`config.mk`:
```
export PLATFORM = sky130hd
export DESIGN_NAME = trap_fsm
export DESIGN_NICKNAME = d
export VERILOG_FILES = /design/src/rtl/trap_fsm_pkg.sv /design/src/rtl/trap_prio.sv /design/src/rtl/trap_fsm.sv
export SDC_FILE = /design/constraint.sdc
export NUM_CORES = 1
export LEC_CHECK = 0
export ABC_AREA = 1
export CAP_MARGIN = 10
export CORE_UTILIZATION = 37
export DETAILED_ROUTE_END_ITERATION = 16
export PLACE_DENSITY_LB_ADDON = 0.25
export SKIP_CTS_REPAIR_TIMING = 1
export SYNTH_ARGS = -nofsm -noshare
export SYNTH_HDL_FRONTEND = slang
export SYNTH_SLANG_ARGS = --single-unit
```
`constraint.sdc`:
```
create_clock -name clk -period 1.45 [get_ports clk]
set_input_delay 0.145 -clock clk [delete_from_list [all_inputs] [get_ports clk]]
set_output_delay 0.145 -clock clk [all_outputs]
set_load 0.005 [all_outputs]
```
`src/rtl/trap_fsm_pkg.sv`:
```
// Shared definitions for the trap sequencer: CSR addresses, cause codes and FSM state encodings.
// Consumed by trap_prio and trap_fsm (optional TRAP_VECTORED_EN lives in trap_fsm).
package trap_fsm_pkg;

  localparam logic [11:0] CSR_MSTATUS = 12'h300;
  localparam logic [11:0] CSR_MTVEC   = 12'h305;
  localparam logic [11:0] CSR_MEPC    = 12'h341;
  localparam logic [11:0] CSR_MCAUSE  = 12'h342;
  localparam logic [11:0] CSR_MTVAL   = 12'h343;

  localparam logic [31:0] CAUSE_ILLEGAL = 32'h0000_0002;
  localparam logic [31:0] CAUSE_EBREAK  = 32'h0000_0003;
  localparam logic [31:0] CAUSE_ECALL   = 32'h0000_000B;
  localparam logic [31:0] CAUSE_MEI     = 32'h8000_000B;
  localparam logic [31:0] CAUSE_MSI     = 32'h8000_0003;
  localparam logic [31:0] CAUSE_MTI     = 32'h8000_0007;

  typedef enum logic [2:0] {
    StIdle  = 3'd0,
    StEpc   = 3'd1,
    StCause = 3'd2,
    StTval  = 3'd3,
    StStat  = 3'd4,
    StJump  = 3'd5,
    StMret  = 3'd6,
    StMjump = 3'd7
  } trap_state_e;

  typedef enum logic [1:0] {
    TvalZero = 2'd0,
    TvalInst = 2'd1,
    TvalPc   = 2'd2
  } tval_sel_e;

endpackage

```
`src/rtl/trap_prio.sv`:
```
// Combinational priority encoder choosing among exceptions, mret and masked interrupts.
// rsp_o is one-hot {external, software, timer} and only set when an interrupt wins.
module trap_prio
  import trap_fsm_pkg::*;
(
  input  logic        hx_valid_i,
  input  logic        mie_i,
  input  logic        ex_i,
  input  logic        soft_i,
  input  logic        tcmp_i,
  input  logic        ecall_i,
  input  logic        ebreak_i,
  input  logic        illegal_i,
  input  logic        mret_i,
  output logic        valid_o,
  output logic        mret_o,
  output logic        is_int_o,
  output logic [31:0] cause_o,
  output tval_sel_e   tval_sel_o,
  output logic [2:0]  rsp_o
);

  logic int_en;
  assign int_en = hx_valid_i & mie_i;

  always_comb begin
    valid_o    = 1'b0;
    mret_o     = 1'b0;
    is_int_o   = 1'b0;
    cause_o    = '0;
    tval_sel_o = TvalZero;
    rsp_o      = 3'b000;
    if (illegal_i) begin
      valid_o    = 1'b1;
      cause_o    = CAUSE_ILLEGAL;
      tval_sel_o = TvalInst;
    end else if (ebreak_i) begin
      valid_o    = 1'b1;
      cause_o    = CAUSE_EBREAK;
      tval_sel_o = TvalPc;
    end else if (ecall_i) begin
      valid_o = 1'b1;
      cause_o = CAUSE_ECALL;
    end else if (mret_i) begin
      valid_o = 1'b1;
      mret_o  = 1'b1;
    end else if (int_en && ex_i) begin
      valid_o  = 1'b1;
      is_int_o = 1'b1;
      cause_o  = CAUSE_MEI;
      rsp_o    = 3'b100;
    end else if (int_en && soft_i) begin
      valid_o  = 1'b1;
      is_int_o = 1'b1;
      cause_o  = CAUSE_MSI;
      rsp_o    = 3'b010;
    end else if (int_en && tcmp_i) begin
      valid_o  = 1'b1;
      is_int_o = 1'b1;
      cause_o  = CAUSE_MTI;
      rsp_o    = 3'b001;
    end
  end

endmodule

```
`src/rtl/trap_fsm.sv`:
```
// Trap sequencer: accepts traps/mret, runs the CSR save/restore sequence and redirects the PC.
// Define TRAP_VECTORED_EN to honour vectored mtvec mode for interrupts.
module trap_fsm
  import trap_fsm_pkg::*;
#(
  parameter int unsigned XLEN   = 32,
  parameter int unsigned CSR_AW = 12
) (
  input  logic              clk,
  input  logic              rst,
  input  logic              hx_valid_i,
  input  logic              ex_trap_i,
  input  logic              tcmp_trap_i,
  input  logic              soft_trap_i,
  input  logic              mstatus_mie_i,
  input  logic              ecall_i,
  input  logic              ebreak_i,
  input  logic              illegal_i,
  input  logic              mret_i,
  input  logic [XLEN-1:0]   inst_i,
  input  logic [XLEN-1:0]   inst_pc_i,
  input  logic [XLEN-1:0]   next_pc_i,
  input  logic [XLEN-1:0]   mepc_i,
  output logic              csr_we_o,
  output logic [CSR_AW-1:0] csr_addr_o,
  output logic [XLEN-1:0]   csr_wdata_o,
  input  logic [XLEN-1:0]   csr_rdata_i,
  output logic              pex_trap_rsp_o,
  output logic              ptcmp_trap_rsp_o,
  output logic              psoft_trap_rsp_o,
  output logic              hold_o,
  output logic              jump_o,
  output logic [XLEN-1:0]   jump_addr_o
);

  trap_state_e     state_q;
  logic [XLEN-1:0] cause_q, tval_q, epc_q;

  logic            p_valid, p_mret, p_is_int;
  logic [31:0]     p_cause;
  tval_sel_e       p_tval_sel;
  logic [2:0]      p_rsp;
  logic            accept;
  logic [XLEN-1:0] tval_d;

  trap_prio u_prio (
    .hx_valid_i (hx_valid_i),
    .mie_i      (mstatus_mie_i),
    .ex_i       (ex_trap_i),
    .soft_i     (soft_trap_i),
    .tcmp_i     (tcmp_trap_i),
    .ecall_i    (ecall_i),
    .ebreak_i   (ebreak_i),
    .illegal_i  (illegal_i),
    .mret_i     (mret_i),
    .valid_o    (p_valid),
    .mret_o     (p_mret),
    .is_int_o   (p_is_int),
    .cause_o    (p_cause),
    .tval_sel_o (p_tval_sel),
    .rsp_o      (p_rsp)
  );

  // A reset cycle never accepts, so no response pulse can clear pending state that is then lost.
  assign accept = p_valid && (state_q == StIdle) && !rst;

  always_comb begin
    unique case (p_tval_sel)
      TvalInst: tval_d = inst_i;
      TvalPc:   tval_d = inst_pc_i;
      default:  tval_d = '0;
    endcase
  end

  always_ff @(posedge clk) begin
    if (rst) begin
      state_q <= StIdle;
      cause_q <= '0;
      tval_q  <= '0;
      epc_q   <= '0;
    end else begin
      unique case (state_q)
        StIdle: begin
          if (accept) begin
            if (p_mret) begin
              state_q <= StMret;
            end else begin
              state_q <= StEpc;
              cause_q <= XLEN'(p_cause);
              tval_q  <= tval_d;
              epc_q   <= p_is_int ? next_pc_i : inst_pc_i;
            end
          end
        end
        StEpc:   state_q <= StCause;
        StCause: state_q <= StTval;
        StTval:  state_q <= StStat;
        StStat:  state_q <= StJump;
        StJump:  state_q <= StIdle;
        StMret:  state_q <= StMjump;
        StMjump: state_q <= StIdle;
        default: state_q <= StIdle;
      endcase
    end
  end

  always_comb begin
    csr_we_o         = 1'b0;
    csr_addr_o       = '0;
    csr_wdata_o      = '0;
    jump_o           = 1'b0;
    jump_addr_o      = '0;
    hold_o           = (state_q != StIdle) || accept;
    pex_trap_rsp_o   = accept && p_rsp[2];
    psoft_trap_rsp_o = accept && p_rsp[1];
    ptcmp_trap_rsp_o = accept && p_rsp[0];
    unique case (state_q)
      StEpc: begin
        csr_we_o    = 1'b1;
        csr_addr_o  = CSR_AW'(CSR_MEPC);
        csr_wdata_o = epc_q;
      end
      StCause: begin
        csr_we_o    = 1'b1;
        csr_addr_o  = CSR_AW'(CSR_MCAUSE);
        csr_wdata_o = cause_q;
      end
      StTval: begin
        csr_we_o    = 1'b1;
        csr_addr_o  = CSR_AW'(CSR_MTVAL);
        csr_wdata_o = tval_q;
      end
      StStat: begin
        // MPIE <= MIE, MIE <= 0
        csr_we_o       = 1'b1;
        csr_addr_o     = CSR_AW'(CSR_MSTATUS);
        csr_wdata_o    = csr_rdata_i;
        csr_wdata_o[7] = csr_rdata_i[3];
        csr_wdata_o[3] = 1'b0;
      end
      StJump: begin
        csr_addr_o  = CSR_AW'(CSR_MTVEC);
        jump_o      = 1'b1;
        jump_addr_o = {csr_rdata_i[XLEN-1:2], 2'b00};
`ifdef TRAP_VECTORED_EN
        if (csr_rdata_i[1:0] == 2'b01 && cause_q[XLEN-1]) begin
          jump_addr_o = {csr_rdata_i[XLEN-1:2], 2'b00} + {cause_q[XLEN-3:0], 2'b00};
        end
`endif
      end
      StMret: begin
        // MIE <= MPIE, MPIE <= 1
        csr_we_o       = 1'b1;
        csr_addr_o     = CSR_AW'(CSR_MSTATUS);
        csr_wdata_o    = csr_rdata_i;
        csr_wdata_o[3] = csr_rdata_i[7];
        csr_wdata_o[7] = 1'b1;
      end
      StMjump: begin
        jump_o      = 1'b1;
        jump_addr_o = mepc_i;
      end
      default: ;
    endcase
  end

endmodule
```
After elaboration in Yosys (flattened, before gate mapping)
Index checks and enable logic that the tools add are counted.

Eq/ne operators: 10. Multiplexer cells: 41. Bitwise operators: 2. Reductions and logical operators: 16.

Operators by type and width (number): 32-bit 2-to-1 mux (8); 32-bit case mux with 5 select lines (1); 32-bit case mux with 2 select lines (2); 10-bit case mux with 5 select lines (1); 3-bit 2-to-1 mux (8); 3-bit case mux with 7 select lines (1); 1-bit 2-to-1 mux (18); 3-bit == test (second input constant) (4); 1-bit logical AND (8); 3-bit by 2-bit == test with 1-bit output (second input constant) (2); 5-bit OR reduction (1); 2-bit 2-to-1 mux (2); 2-bit OR reduction (2); 3-bit by 1-bit == test with 1-bit output (second input constant) (1); 3-bit zero test (1); 3-bit AND reduction (1); 3-bit nonzero test (1); 2-bit by 1-bit == test with 1-bit output (second input constant) (1); 2-bit == test (second input constant) (1); 2-bit inequality test (second input constant) (1); 1-bit AND (1); 1-bit zero test (1); 1-bit logical OR (1); 1-bit inverter (1).

Register bits: 99. Logic and storage cells: 73. Output and inout port bits: 82.

Logic depth before layout (Yosys ltp)
Word-level depth: 13. Depth in mapped cells: 10. Gate-level depth less buffers: 8.

By module
A second synthesis with hierarchy kept.

Cell total of the unflattened synthesis: 1210. Area, all modules: 6591.3 sq um.

By module, submodules not included: trap_fsm (seq. area each 1981.9 sq um, cells each 1154, times used 1, area an instance 6223.5 sq um); trap_prio (seq. area each 0.0 sq um, cells each 56, times used 1, area an instance 367.9 sq um).

Least setup slack after synthesis
OpenSTA, ideal clock, no wires.

Path kind: reg2reg. From: register state_q[1]. To: register epc_q[10]. Required time: 1.339 ns. Buffers on the path: 3. Period minus slack after synthesis: 1.361 ns. Setup slack: 0.089 ns. Arrival time: 1.250 ns. Cell stages (with the launch flop): 10. Cells stage by stage: dfxtp_1 buf_6 nor2_4 nand2_2 nor2_4 nand2_4 buf_6 buf_6 nor2_1 nor2_1.

Word-level cells in the longest chain between the ends: 4.

RTL lines: start: declaration (line trap_fsm.sv:36) `trap_state_e state_q;`; start signal: assignment (line trap_fsm.sv:77) `state_q <= StIdle;`; start signal: assignment (line trap_fsm.sv:86) `state_q <= StMret;`; start signal: assignment (line trap_fsm.sv:88) `state_q <= StEpc;`; 3-bit zero test (*) (line trap_fsm.sv:65, trap_fsm.sv:82); 1-bit logical AND (2 in a row) (line trap_fsm.sv:65) `assign accept = p_valid && (state_q == StIdle) && !rst;`; 3-bit AND reduction (no source line) (*); end signal: assignment (line trap_fsm.sv:91) `epc_q <= p_is_int ? next_pc_i : inst_pc_i;`; end: declaration (line trap_fsm.sv:37) `logic [XLEN-1:0] cause_q, tval_q, epc_q;`.

Every way passes the cells marked *; elsewhere a longest branch is shown, timed or not. A chain may end at the register's enable or synchronous reset.

Final worst setup path
From: register state_q[2]. To: output port csr_wdata_o[22].

Word-level cells in the longest chain between the ends: 2. Elaborated cells between the ends (all ways): 6.

RTL lines: 3-bit == test, or another cell as far along (line trap_fsm.sv:117) `unique case (state_q)`; 32-bit case mux with 5 select lines (*) (line trap_fsm.sv:117); end: declaration (line trap_fsm.sv:26) `output logic [XLEN-1:0] csr_wdata_o,`.

Marked as above.

==> flow_summary.toml <==
[setup_path]
cp-end-kind = "primary output"
r2r_cells = 9
startpoint_type = "register"
r2r_end = "tval_q[29]"
crit_arrival_ns = 1.64
rrSetupSlack_ns = -0.31
worstSetupPathType = "register to primary output"
crit_required_ns = 1.31
crit_path_start = "state_q[2]"
crit_chain = "buf_6, nor2_4, nand2_4, buf_12, o211ai_1, buf_2"
slowest_delay_ns = 0.37
cp-endpoint = "csr_wdata_o[22]"
crit_slowest_cell = "dfxtp_4"
r2r_start = "state_q[2]"
worst-path-max-fanout = 19

[synth]
ys.flop_type = "dfxtp_1"
synthArstFlopShare_pct = 0
ys_ff_latch = 72
ys_types = 29
syn_area_per_cell_sq_um = 5.94
ys_seq_area_share_pct = 29.3
synth_edf_count = 0
netlist_area_sq_um = 4920
yosysWarnings = 0
postSynthCellCount = 829

[clocking]
numCtsBuffers = 9
cts_tree = "built"
clkLatencyLatePin_ns = 0.33
clock_path_buffers = 2
h-tree-depth = 3
clk_pin_slew_worst_paths_ns = 0.06
cts_root_buf = "clkbuf_16"
clkSinkCount = 72

[timing]
finalCritPeriodShare_pct = 123
period_minus_slack_ns = 1.79
setup_violations = 140
slew_viol_final = 0
finClkSkew_ns = 0.00933
rsz0062_at_grt = "true"
max_freq_mhz = 559
finalHoldViolCount = 0
final.setup.worst_slack_ns = -0.338

[global_routing]
use_met1_pct = 34.0
grt.busiest_layer = "met2"
grtUsageMet3_pct = 4.96
grtUsageMet2_pct = 48.1
grt_overflow_total = 0
grt_usage_pct = 27.6
grt_max_degree = 45
first_global_vias = 6067
grt_pass1_wl_microns = 30400
grt_antenna_before_repair = 0

[drt]
vias_per_cell = 5.19
vias = 6689
postRouteAntennaNets = 0
dr.pass1.iters = 6
drc = 0
routed_wl_microns = 22200
dr.first_iter.drc_count = 597
wl_per_cell_microns = 17.2

[job]
max_cap_viol_count = 0

[placement]
gp_congestion = 0.880
dpl.hpwl_microns = 13500
portBuffers = 246
dp_slack_ns = -0.500

[finish]
num_antenna_cells = 0
fill_cells = 1056
syn2layout_area_growth_pct = 81.8
drive_above_1_share_pct = 23.7
post-route-util_pct = 70.1
fin_nets = 1285
final_common_cell = "nand2_1"
layout_common_cells = "270 x nand2_1, 169 x clkdlybuf4s50_1, 123 x nand3_1"

[floorplanning]
io_pins = 253
die_h_microns = 117
die_w_microns = 117
fp.dieArea_sq_um = 13800
rows = 41
start_util_pct = 38.5
core_area_sq_um = 12800

[worst_hold_path]
hold_path_class = "input pin to register"

[run_status]
violations = "setup timing"
status = "finished with violations"

[pwr]
p_leak_nw = 4.42
peakVddDrop_mv = 0.511
p_per_area_nw_per_um2 = 913
-- cells by family (layout without fill, tap and decap cells) --
kind of cell / after synthesis / count (layout) / synth area share (%)
simple gates: 506 / 507 / 43.3
buf+inv: 146 / 429 / 13.6
compound gates: 104 / 104 / 13.8
flops: 72 / 72 / 29.3
other cells: 1 / 6 / 0.0762
-- area by class of cell --
class / count / area, sq um / share of cell area, %
sequential: 72 / 1450 / 16.2
timing repair buffer: 339 / 3390 / 37.9
multi-input combinational: 617 / 3300 / 36.8
clock buffer: 12 / 246 / 2.75
inverter: 75 / 302 / 3.37
tap: 172 / 215 / 2.40
clock inverter: 3 / 42.5 / 0.475
-- Yosys cell counts (2+ instances only) --
master	n	area [sq um]
o221ai_1	22	193
o2111ai_1	4	35.0
nor3_1	2	10.0
buf_4	7	52.6
nand3_1	131	656
nor2_4	4	45.0
a31oi_1	2	12.5
clkbuf_1	33	124
inv_2	3	11.3
o21ai_1	3	15.0
inv_1	70	263
buf_2	21	105
o21ai_0	24	120
a21oi_1	34	170
nand2_1	288	1080
a32o_1	8	80.1
nor2_1	76	285
buf_6	9	101
nand2_4	2	22.5
o211ai_1	6	45.0
dfxtp_1	72	1440
-- power breakdown --
| group | internal (mW) | switching [mW] |
|---|---|---|
| clock | 1.37 | 0.840 |
| sequential | 2.25 | 0.125 |
| combinational | 1.77 | 1.81 |
| total | 5.39 | 2.78 |
-- worst min path at each step --
stage	endpoint	cells past startpoint	from
6_report	cause_q[2]	5	rst
5_1_grt	cause_q[2]	5	rst
4_1_cts	tval_q[2]	5	rst
3_5_place_dp	tval_q[24]	2	tval_q[24]
3_3_place_gp	tval_q[3]	2	tval_q[3]
2_1_floorplan	cause_q[2]	2	tcmp_trap_i
-- registers in the layout, indices dropped and copies added, names as in the netlist --
name / flops
state_q: 3
epc_q: 32
tval_q: 32
cause_q: 5
-- worst max-delay path, delay by kind of cell (launching register included) --
| kind | cells | cell delay [ns] |
|---|---|---|
| buf+inv | 3 | 0.46 |
| flops | 1 | 0.37 |
| simple gates | 2 | 0.26 |
| compound gates | 1 | 0.20 |
-- through the flow --
| step | instance area, sq um | TNS (ns) | instances | power, mW | hold WS, ns |
|---|---|---|---|---|---|
| after CTS | 8100 | -62.71 | 1255 | 7.31 | 0.288 |
| after floorplan | 4940 | 0 | 834 | 3.79 | 0.336 |
| after global placement | 7810 | -51.27 | 1240 | 5.09 | 0.448 |
| final | 8950 | -34.02 | 1290 | 8.17 | 0.332 |
| after global routing | 8950 | -42.11 | 1290 | 8.54 | 0.355 |
| after detailed placement | 7810 | -52.31 | 1240 | 5.12 | 0.453 |
-- per-layer routing --
metal / vias to the layer above / wire (microns)
met5: - / 0
met4: 0 / 444
met3: 36 / 1740
met2: 337 / 11100
met1: 3063 / 8900
li1: 3253 / -
Note: power is estimated with default switching activity, not from simulation.
